### src/rtl/serial_tx.sv
// -----------------------------------------------------------------------------
// serial_tx
//
// Single-clock asynchronous-serial transmitter. A parallel word is accepted
// over a valid/ready handshake and sent on a one-wire line as a frame:
// start bit (0), WIDTH data bits LSB-first, optional parity bit, stop bit (1).
// Every serial bit lasts CLKS_PER_BIT clock cycles.
//
// Parameters:
//   WIDTH         data bits per frame (1..16)
//   CLKS_PER_BIT  clk cycles per serial bit (>= 1)
//   PARITY_EN     1 inserts a parity bit after the data bits
//   PARITY_ODD    0 = even parity, 1 = odd parity (only with PARITY_EN = 1)
//
// Ports:
//   clk           rising-edge clock
//   asyncReset_n  asynchronous, active-low reset
//   txData        word to send, sampled only at accept
//   txValid       producer has a word on txData
//   txReady       block can accept a word this cycle (registered)
//   txOut         serial line, idle high (registered)
//   busy          frame in progress (registered)
//   done          one-cycle pulse on the cycle the block returns to IDLE
//
// Handshake: a word is accepted on a rising edge where txValid = 1 and
// txReady = 1. txReady is high only in IDLE, so txValid/txData are ignored
// while a frame is in flight; the producer may hold txValid high and the
// next word is taken on the first edge after the frame's done cycle.
// -----------------------------------------------------------------------------
module serial_tx #(
    parameter int WIDTH        = 8,
    parameter int CLKS_PER_BIT = 4,
    parameter int PARITY_EN    = 0,
    parameter int PARITY_ODD   = 0
) (
    input  logic             clk,
    input  logic             asyncReset_n,
    input  logic [WIDTH-1:0] txData,
    input  logic             txValid,
    output logic             txReady,
    output logic             txOut,
    output logic             busy,
    output logic             done
);

    // Bit-period counter needs at least one bit even when CLKS_PER_BIT = 1.
    localparam int CNT_W = (CLKS_PER_BIT > 1) ? $clog2(CLKS_PER_BIT) : 1;
    localparam int IDX_W = $clog2(WIDTH + 1);

    localparam logic [CNT_W-1:0] CNT_LAST = CNT_W'(CLKS_PER_BIT - 1);
    localparam logic [IDX_W-1:0] IDX_LAST = IDX_W'(WIDTH - 1);

    localparam logic PAR_EN  = (PARITY_EN != 0);
    localparam logic PAR_ODD = (PARITY_ODD != 0);

    typedef enum logic [2:0] {
        S_IDLE   = 3'd0,
        S_START  = 3'd1,
        S_DATA   = 3'd2,
        S_PARITY = 3'd3,
        S_STOP   = 3'd4
    } state_e;

    // -------------------------------------------------------------------------
    // State and datapath registers
    // -------------------------------------------------------------------------
    state_e             state_q,  state_d;
    logic [CNT_W-1:0]   cnt_q,    cnt_d;
    logic [IDX_W-1:0]   idx_q,    idx_d;
    logic [WIDTH-1:0]   shift_q,  shift_d;
    logic               parity_q, parity_d;

    // Registered outputs
    logic               tx_out_q,   tx_out_d;
    logic               tx_ready_q, tx_ready_d;
    logic               busy_q,     busy_d;
    logic               done_q,     done_d;

    logic               bit_end;
    logic               accept;

    assign bit_end = (cnt_q == CNT_LAST);
    assign accept  = txValid && tx_ready_q;

    // -------------------------------------------------------------------------
    // Process 1: state register (all flops, async active-low reset)
    // -------------------------------------------------------------------------
    always_ff @(posedge clk or negedge asyncReset_n) begin
        if (!asyncReset_n) begin
            state_q    <= S_IDLE;
            cnt_q      <= '0;
            idx_q      <= '0;
            shift_q    <= '0;
            parity_q   <= 1'b0;
            tx_out_q   <= 1'b1;
            // txReady stays low in reset and rises on the first edge after.
            tx_ready_q <= 1'b0;
            busy_q     <= 1'b0;
            done_q     <= 1'b0;
        end else begin
            state_q    <= state_d;
            cnt_q      <= cnt_d;
            idx_q      <= idx_d;
            shift_q    <= shift_d;
            parity_q   <= parity_d;
            tx_out_q   <= tx_out_d;
            tx_ready_q <= tx_ready_d;
            busy_q     <= busy_d;
            done_q     <= done_d;
        end
    end

    // -------------------------------------------------------------------------
    // Process 2: next-state and datapath update
    // -------------------------------------------------------------------------
    always_comb begin
        state_d  = state_q;
        cnt_d    = cnt_q;
        idx_d    = idx_q;
        shift_d  = shift_q;
        parity_d = parity_q;

        unique case (state_q)
            S_IDLE: begin
                cnt_d = '0;
                idx_d = '0;
                if (accept) begin
                    shift_d  = txData;
                    // Parity is fixed from the latched word, so later
                    // shifting does not disturb it.
                    parity_d = (^txData) ^ PAR_ODD;
                    state_d  = S_START;
                end
            end

            S_START: begin
                if (bit_end) begin
                    cnt_d   = '0;
                    state_d = S_DATA;
                end else begin
                    cnt_d = cnt_q + CNT_W'(1);
                end
            end

            S_DATA: begin
                if (bit_end) begin
                    cnt_d   = '0;
                    shift_d = shift_q >> 1;
                    idx_d   = idx_q + IDX_W'(1);
                    if (idx_q == IDX_LAST) begin
                        state_d = PAR_EN ? S_PARITY : S_STOP;
                    end
                end else begin
                    cnt_d = cnt_q + CNT_W'(1);
                end
            end

            S_PARITY: begin
                if (bit_end) begin
                    cnt_d   = '0;
                    state_d = S_STOP;
                end else begin
                    cnt_d = cnt_q + CNT_W'(1);
                end
            end

            S_STOP: begin
                if (bit_end) begin
                    cnt_d   = '0;
                    idx_d   = '0;
                    state_d = S_IDLE;
                end else begin
                    cnt_d = cnt_q + CNT_W'(1);
                end
            end

            default: begin
                state_d = S_IDLE;
                cnt_d   = '0;
                idx_d   = '0;
            end
        endcase
    end

    // -------------------------------------------------------------------------
    // Process 3: outputs. They are decoded from the *next* state so that the
    // registered outputs line up with the state they describe: the start bit
    // is on the line from the accept edge onward.
    // -------------------------------------------------------------------------
    always_comb begin
        tx_out_d   = 1'b1;
        tx_ready_d = 1'b0;
        busy_d     = 1'b1;
        done_d     = 1'b0;

        unique case (state_d)
            S_IDLE: begin
                tx_ready_d = 1'b1;
                busy_d     = 1'b0;
            end
            S_START:  tx_out_d = 1'b0;
            S_DATA:   tx_out_d = shift_d[0];
            S_PARITY: tx_out_d = parity_d;
            S_STOP:   tx_out_d = 1'b1;
            default: begin
                tx_ready_d = 1'b0;
                busy_d     = 1'b0;
            end
        endcase

        // Only a completed stop bit produces done; reset never passes here.
        done_d = (state_q == S_STOP) && (state_d == S_IDLE);
    end

    assign txOut   = tx_out_q;
    assign txReady = tx_ready_q;
    assign busy    = busy_q;
    assign done    = done_q;

endmodule

### config.mk
export PLATFORM = sky130hd
export DESIGN_NAME = serial_tx
export DESIGN_NICKNAME = d
export VERILOG_FILES = /design/src/rtl/serial_tx.sv
export SDC_FILE = /design/constraint.sdc
export NUM_CORES = 1
export LEC_CHECK = 0
export ABC_AREA = 1
export CAP_MARGIN = 20
export CORE_MARGIN = 5
export CORE_UTILIZATION = 49
export CTS_BUF_LIST = sky130_fd_sc_hd__clkbuf_16
export DETAILED_ROUTE_END_ITERATION = 7
export PLACE_DENSITY_LB_ADDON = 0.25
export SLEW_MARGIN = 20
export SYNTH_ARGS = -nofsm -noshare
export SYNTH_HDL_FRONTEND = slang
export SYNTH_SLANG_ARGS = --single-unit
### constraint.sdc
create_clock -name clk -period 1.4 [get_ports clk]
set_input_delay 0.35 -clock clk [delete_from_list [all_inputs] [get_ports clk]]
set_output_delay 0.35 -clock clk [all_outputs]
set_load 0.05 [all_outputs]
**Yosys cells after proc, flatten, opt, wreduce, memory -nomap -nowiden**

Index checks and enable logic that the tools add are counted.

- $add $sub $neg: 2
- Equal/unequal tests: 13
- Mux-type cells: 20
- Bitwise operators: 1
- Reduce and logical (&&, ||, !) cells: 11

Operators with widths:

| cell | count |
|---|---|
| $mux 3 | 6 |
| $mux 8 | 2 |
| $pmux 8 s2 | 1 |
| $pmux 3 s5 | 1 |
| $eq 3x2->1 const B | 4 |
| $pmux 4 s3 | 1 |
| $mux 4 | 2 |
| $reduce_or 4->1 | 2 |
| $reduce_xor 8->1 | 1 |
| $eq 3x1->1 const B | 2 |
| $eq 3x3->1 const B | 2 |
| $logic_not 3->1 | 2 |
| $ne 2x2->1 const B | 3 |
| $reduce_and 3->1 | 2 |
| $add 4x1->4 const B | 1 |
| $eq 4x3->1 const B | 1 |
| $mux 1 | 4 |
| $mux 2 | 2 |
| $pmux 1 s3 | 1 |
| $add 2x1->2 const B | 1 |
| $eq 2x2->1 const B | 1 |
| $logic_and 1x1->1 | 2 |
| $reduce_bool 2->1 | 1 |
| $reduce_or 2->1 | 1 |
| $not 1->1 | 1 |

- Register bits: 22
- Output and inout port bits: 4

**Logic depth before layout (Yosys ltp)**

- Word-level depth: 7
- Depth in mapped cells: 10
- Mapped depth without buffers: 10

**Worst setup path after synthesis**

Ideal clock, no wire load.

- Path kind: reg-to-reg
- Start: reg tx_ready_q, in the netlist txReady
- End: reg done_q, in the netlist done
- Library setup time: 115 ps
- Arrival time: 1408 ps
- Data required time: 1285 ps
- Path slack: -123 ps
- Cell stages (with the launch flop): 10
- Period minus slack after synthesis: 1523 ps
- Cells stage by stage: dfrtp_1 > nand2_1 > nor2_4 > inv_4 > o21ai_2 > inv_2 > nand2_4 > nor2_4 > inv_2 > nor2_2

- Longest elaborated chain between the ends: 5

RTL lines:

| element | RTL line | RTL |
|---|---|---|
| start: declaration | 75 | `logic tx_ready_q, tx_ready_d;` |
| start signal: assignment | 107 | `tx_ready_q <= tx_ready_d;` |
| $logic_and 1x1->1 | 83 | `assign accept = txValid && tx_ready_q;` |
| $mux 3 | 127 | `if (accept) begin` |
| $pmux 3 s5 | 123 | `unique case (state_q)` |
| named net state_d[0] | 67 | `state_e state_q, state_d;` |
| $logic_not 3->1 | 212 | `done_d = (state_q == S_STOP) && (state_d == S_IDLE);` |
| $logic_and 1x1->1 | 212 |  |
| named net done_d | 77 | `logic done_q, done_d;` |
| end signal: assignment | 109 | `done_q <= done_d;` |
| end: declaration | 77 |  |

The timed path passes the listed nets, and every way through them passes these cells.
A chain may end at the register's enable or synchronous reset.

**Worst setup path in the final report**

- Start: reg state_q[2]
- End: reg shift_q[5]

- Longest elaborated chain between the ends: 3

RTL lines:

| element | RTL line | RTL |
|---|---|---|
| start: declaration | 67 |  |
| start signal: assignment | 101 | `state_q <= state_d;` |
| $eq 3x2->1 or $logic_not 3->1 (tied branches) | 123 |  |
| $ne 2x2->1 (no source line) or $reduce_bool 2->1 (tied branches) | - |  |
| $reduce_and 3->1 (no source line) | - |  |
| end signal: assignment | 104 | `shift_q <= shift_d;` |
| end: declaration | 70 | `logic [WIDTH-1:0] shift_q, shift_d;` |

Several ways; a longest one is shown, not always the timed one.

==> impl_metrics.csv <==
group,metric,value,unit
outcome,status,"finished with violations",
outcome,violations,"setup timing",
sta,slew_headroom,84.5,%
route,vias,1262,
final_layout,areaGrowthSynthToFinish,52.9,%
setup_path,path_max_fanout,8,
route,drt_iter0_markers,86,
final_layout,antenna_cells,0,
placement,io_buffers,14,
sta,clock.fmax,0.687,GHz
power_and_ir_drop,p_leak,1.02,nW
floorplan,num_rows,18,
route,ant_nets,0,
floorplan,dieArea,0.00359,mm²
synthesis,ys.warnings.count,0,
sta,setup_ws,-0.0554,ns
setup_path,startpoint_type,"flop",
power_and_ir_drop,switchingPower,1.38,mW
floorplan,pin_count,15,
setup_path,crit_family,"simple AND/OR/NAND/NOR gates",
route,drt_pass1_iterations,4,
clocking,cts_buffers,3,
sta,slew_violations,0,
setup_path,worstPathArrival,1.58,ns
route,drc,0,
final_layout,drive_gt1_share,36.4,%
synthesis,avgSynthCellArea,7.84,µm²
power_and_ir_drop,pwr-share-comb,50.9,%
final_layout,n_fill_cell,151,
clocking,clock_latency,0.26,ns
power_and_ir_drop,internal_power,2.01,mW
grt,grt_pass1_vias,1154,
setup_path,slowest_delay,0.40,ns
floorplan,core_area,0.00243,mm²
floorplan,fp.dieH,59.9,µm
worst_hold_path,hold_path_class,"in -> async",
power_and_ir_drop,power.total,3.39,mW
power_and_ir_drop,p_clk_share,17.8,%
synthesis,syn-num-nets,169,
sta,finalSetupTns,-0.196,ns
setup_path,crit_path_top_delay_cell,"dfrtp_1",
power_and_ir_drop,peakVddDrop,1970,µV
power_and_ir_drop,seq_power_share,31.3,%
setup_path,critical_path_class,"reg -> reg",
power_and_ir_drop,swShare,40.7,%
sta,fin_crit,1.46,ns
floorplan,initial_utilization,50.3,%
synthesis,synth_seq_cells,22,
placement,dp_hpwl,2200,µm
setup_path,r2r-end,"shift_q[5]",
setup_path,regToRegSetupSlack,-0.06,ns
sta,period_share,104,%
run,drv_cap,0,
setup_path,cp-end-kind,"flop",
power_and_ir_drop,powerDensity,1810,mW/mm²
sta,worst_pin_slew,0.231,ns
clocking,cts_buffer_depth,2,
route,post_drt_wl_per_cell,15.0,µm
setup_path,crit_chain,"buf_4, nor2_4, nand2_2, nor2_4, inv_4, buf_4, nand3_1, nand2_1",
route,routed_wl,3540,µm
synthesis,syn_inst,156,
synthesis,syn_area,0.00122,mm²
final_layout,final_core_util,76.9,%
synthesis,ys_seq_area_share,45.1,%
clocking,hold_buffers,0,
grt,grt_max_degree,13,
sta,hold_ws,0.428,ns
grt,grt_pass1_wl,4970,µm
clocking,htree_levels,1,
setup_path,cp.required,1.53,ns
sta,rsz0062_at_grt,"true",
clocking,cts_num_sinks,22,
floorplan,die_w,59.9,µm
sta,hold_viol_final,0,
grt,gr-total-overflow,0,
placement,dp_slack,-0.269,ns
setup_path,rr_startpoint,"state_q[2]",
synthesis,synth_cell_types,29,
sta,final.setup_skew,0.00147,ns
placement,gp_congestion,0.807,
grt,antenna_found_initial,0,
final_layout,fin_nets,220,
clocking,cts_root_buf,"clkbuf_16",
setup_path,crit_buf_inv,3,
grt,track_usage,18.8,%
clocking,cts.reportedPaths.clkPinSlew,0.06,ns
route,viasPerCell,5.35,
setup_path,ff2ff_path_depth,8,
clocking,cts_tree,"built",
sta,report.final.setup_viol,5,
==> power groups by stage <==
stage               sequential [mW]  combinational, mW  clock, mW
finish                         1.06               1.73      0.603
global placement               1.01               1.33          0
CTS                            1.02               1.45      0.608
floorplan                      1.13              0.744          0
global route                   1.08               1.85      0.660
detailed placement             1.02               1.38          0
==> sequential cells by signal (all words and copies together), names as in the netlist <==
register	count
txOut	1
done	1
idx_q	4
state_q	3
shift_q	8
cnt_q	2
busy	1
parity_q	1
txReady	1
==> worst reg2reg max path, delay by kind of cell, from the launching register on <==
kind	cells	cell delay, ns
buffers and inverters	3	0.39
flip-flops	1	0.40
AND/OR/NAND/NOR	5	0.53
==> final cells by class <==
cell class / instances / area [µm²] / share of cell area [%]
Clock buffer: 3 / 75.1 / 4.02
Timing Repair inverter: 1 / 7.51 / 0.402
Inverter: 27 / 106 / 5.69
Sequential cell: 22 / 554 / 29.7
Timing Repair Buffer: 45 / 429 / 23.0
Tap cell: 30 / 37.5 / 2.01
Multi-Input combinational cell: 107 / 656 / 35.1
Clock inverter: 1 / 3.75 / 0.201
==> kinds of logic (layout without fill, tap and decap cells) <==
kind of cell / Yosys count / in the layout / share of synthesized area [%]
adder cells (fa/ha/maj): 2 / 2 / 2.05
XOR/XNOR: 1 / 1 / 0.717
buffers and inverters: 27 / 77 / 8.50
flip-flops: 22 / 22 / 45.1
AND/OR/NAND/NOR: 86 / 86 / 32.8
AO/OA/AOI/OAI: 17 / 17 / 10.0
multiplexers: 1 / 1 / 0.819
==> placed cells by master, fill, tap and decap left out, types with 3 or more instances in the layout <==
cell type and instances:
nand2_1 47, buf_4 31, inv_1 19, dfrtp_1 19, nand3_1 11, nor2_1 10
dlymetal6s2s_1 7, inv_2 6, nor2_4 5, a22oi_1 4, buf_12 4, nand2_2 3
clkbuf_16 3
==> Yosys cell counts <==
cell type,number,area (µm²)
a21oi_1,2,10.0
inv_1,22,82.6
nand3_1,12,60.1
nand4_1,1,6.26
o21ai_1,1,5.00
dfstp_2,1,26.3
a22o_1,1,8.76
a22oi_1,4,30.0
o221ai_1,2,17.5
nand2_2,1,6.26
ha_1,2,25.0
nand3_2,2,20.0
or2_1,1,6.26
nor3_1,2,10.0
o21ai_2,1,8.76
inv_4,1,6.26
nand2_4,1,11.3
nor2_4,3,33.8
dfrtp_1,21,526
a21boi_1,1,7.51
nor2_2,4,25.0
nor2_1,10,37.5
o21ai_0,2,10.0
inv_2,4,15.0
o211ai_2,1,12.5
nand2_1,49,184
o22ai_1,2,12.5
mux2i_1,1,10.0
xnor2_1,1,8.76
==> per-layer routing <==
layer | GRT usage (%) | up-vias | wire length [µm]
li1 | - | 601 | -
met1 | 22.7 | 607 | 1370
met2 | 31.6 | 45 | 1890
met3 | 3.46 | 9 | 196
met4 | 9.49 | 0 | 88
met5 | 0 | - | 0
==> metrics by stage <==
step / std cells / area (µm²)
3_3_place_gp: 219 / 1580
2_1_floorplan: 156 / 1220
5_1_grt: 236 / 1870
6_report: 236 / 1870
3_5_place_dp: 219 / 1580
4_1_cts: 226 / 1700
==> worst max path at each step <==
stage / to / cells past startpoint / from / slack, ns
after global routing: shift_q[5] / 8 / state_q[2] / -0.13
after global placement: done / 10 / txValid / -0.21
after detailed placement: txOut / 11 / txData[3] / -0.27
after floorplan: done / 9 / txReady / 0.04
after CTS: shift_q[1] / 8 / state_q[2] / 0.002
final: shift_q[5] / 8 / state_q[2] / -0.06
==> repair_timing <==
action                                  CTS  global route
gates resized for setup                   7            23
endpoints found under the setup margin    9            16
gates cloned                              0             1
pin swaps                                 3             6
setup buffers                             3             9
Power figures use the tool's default switching activity.
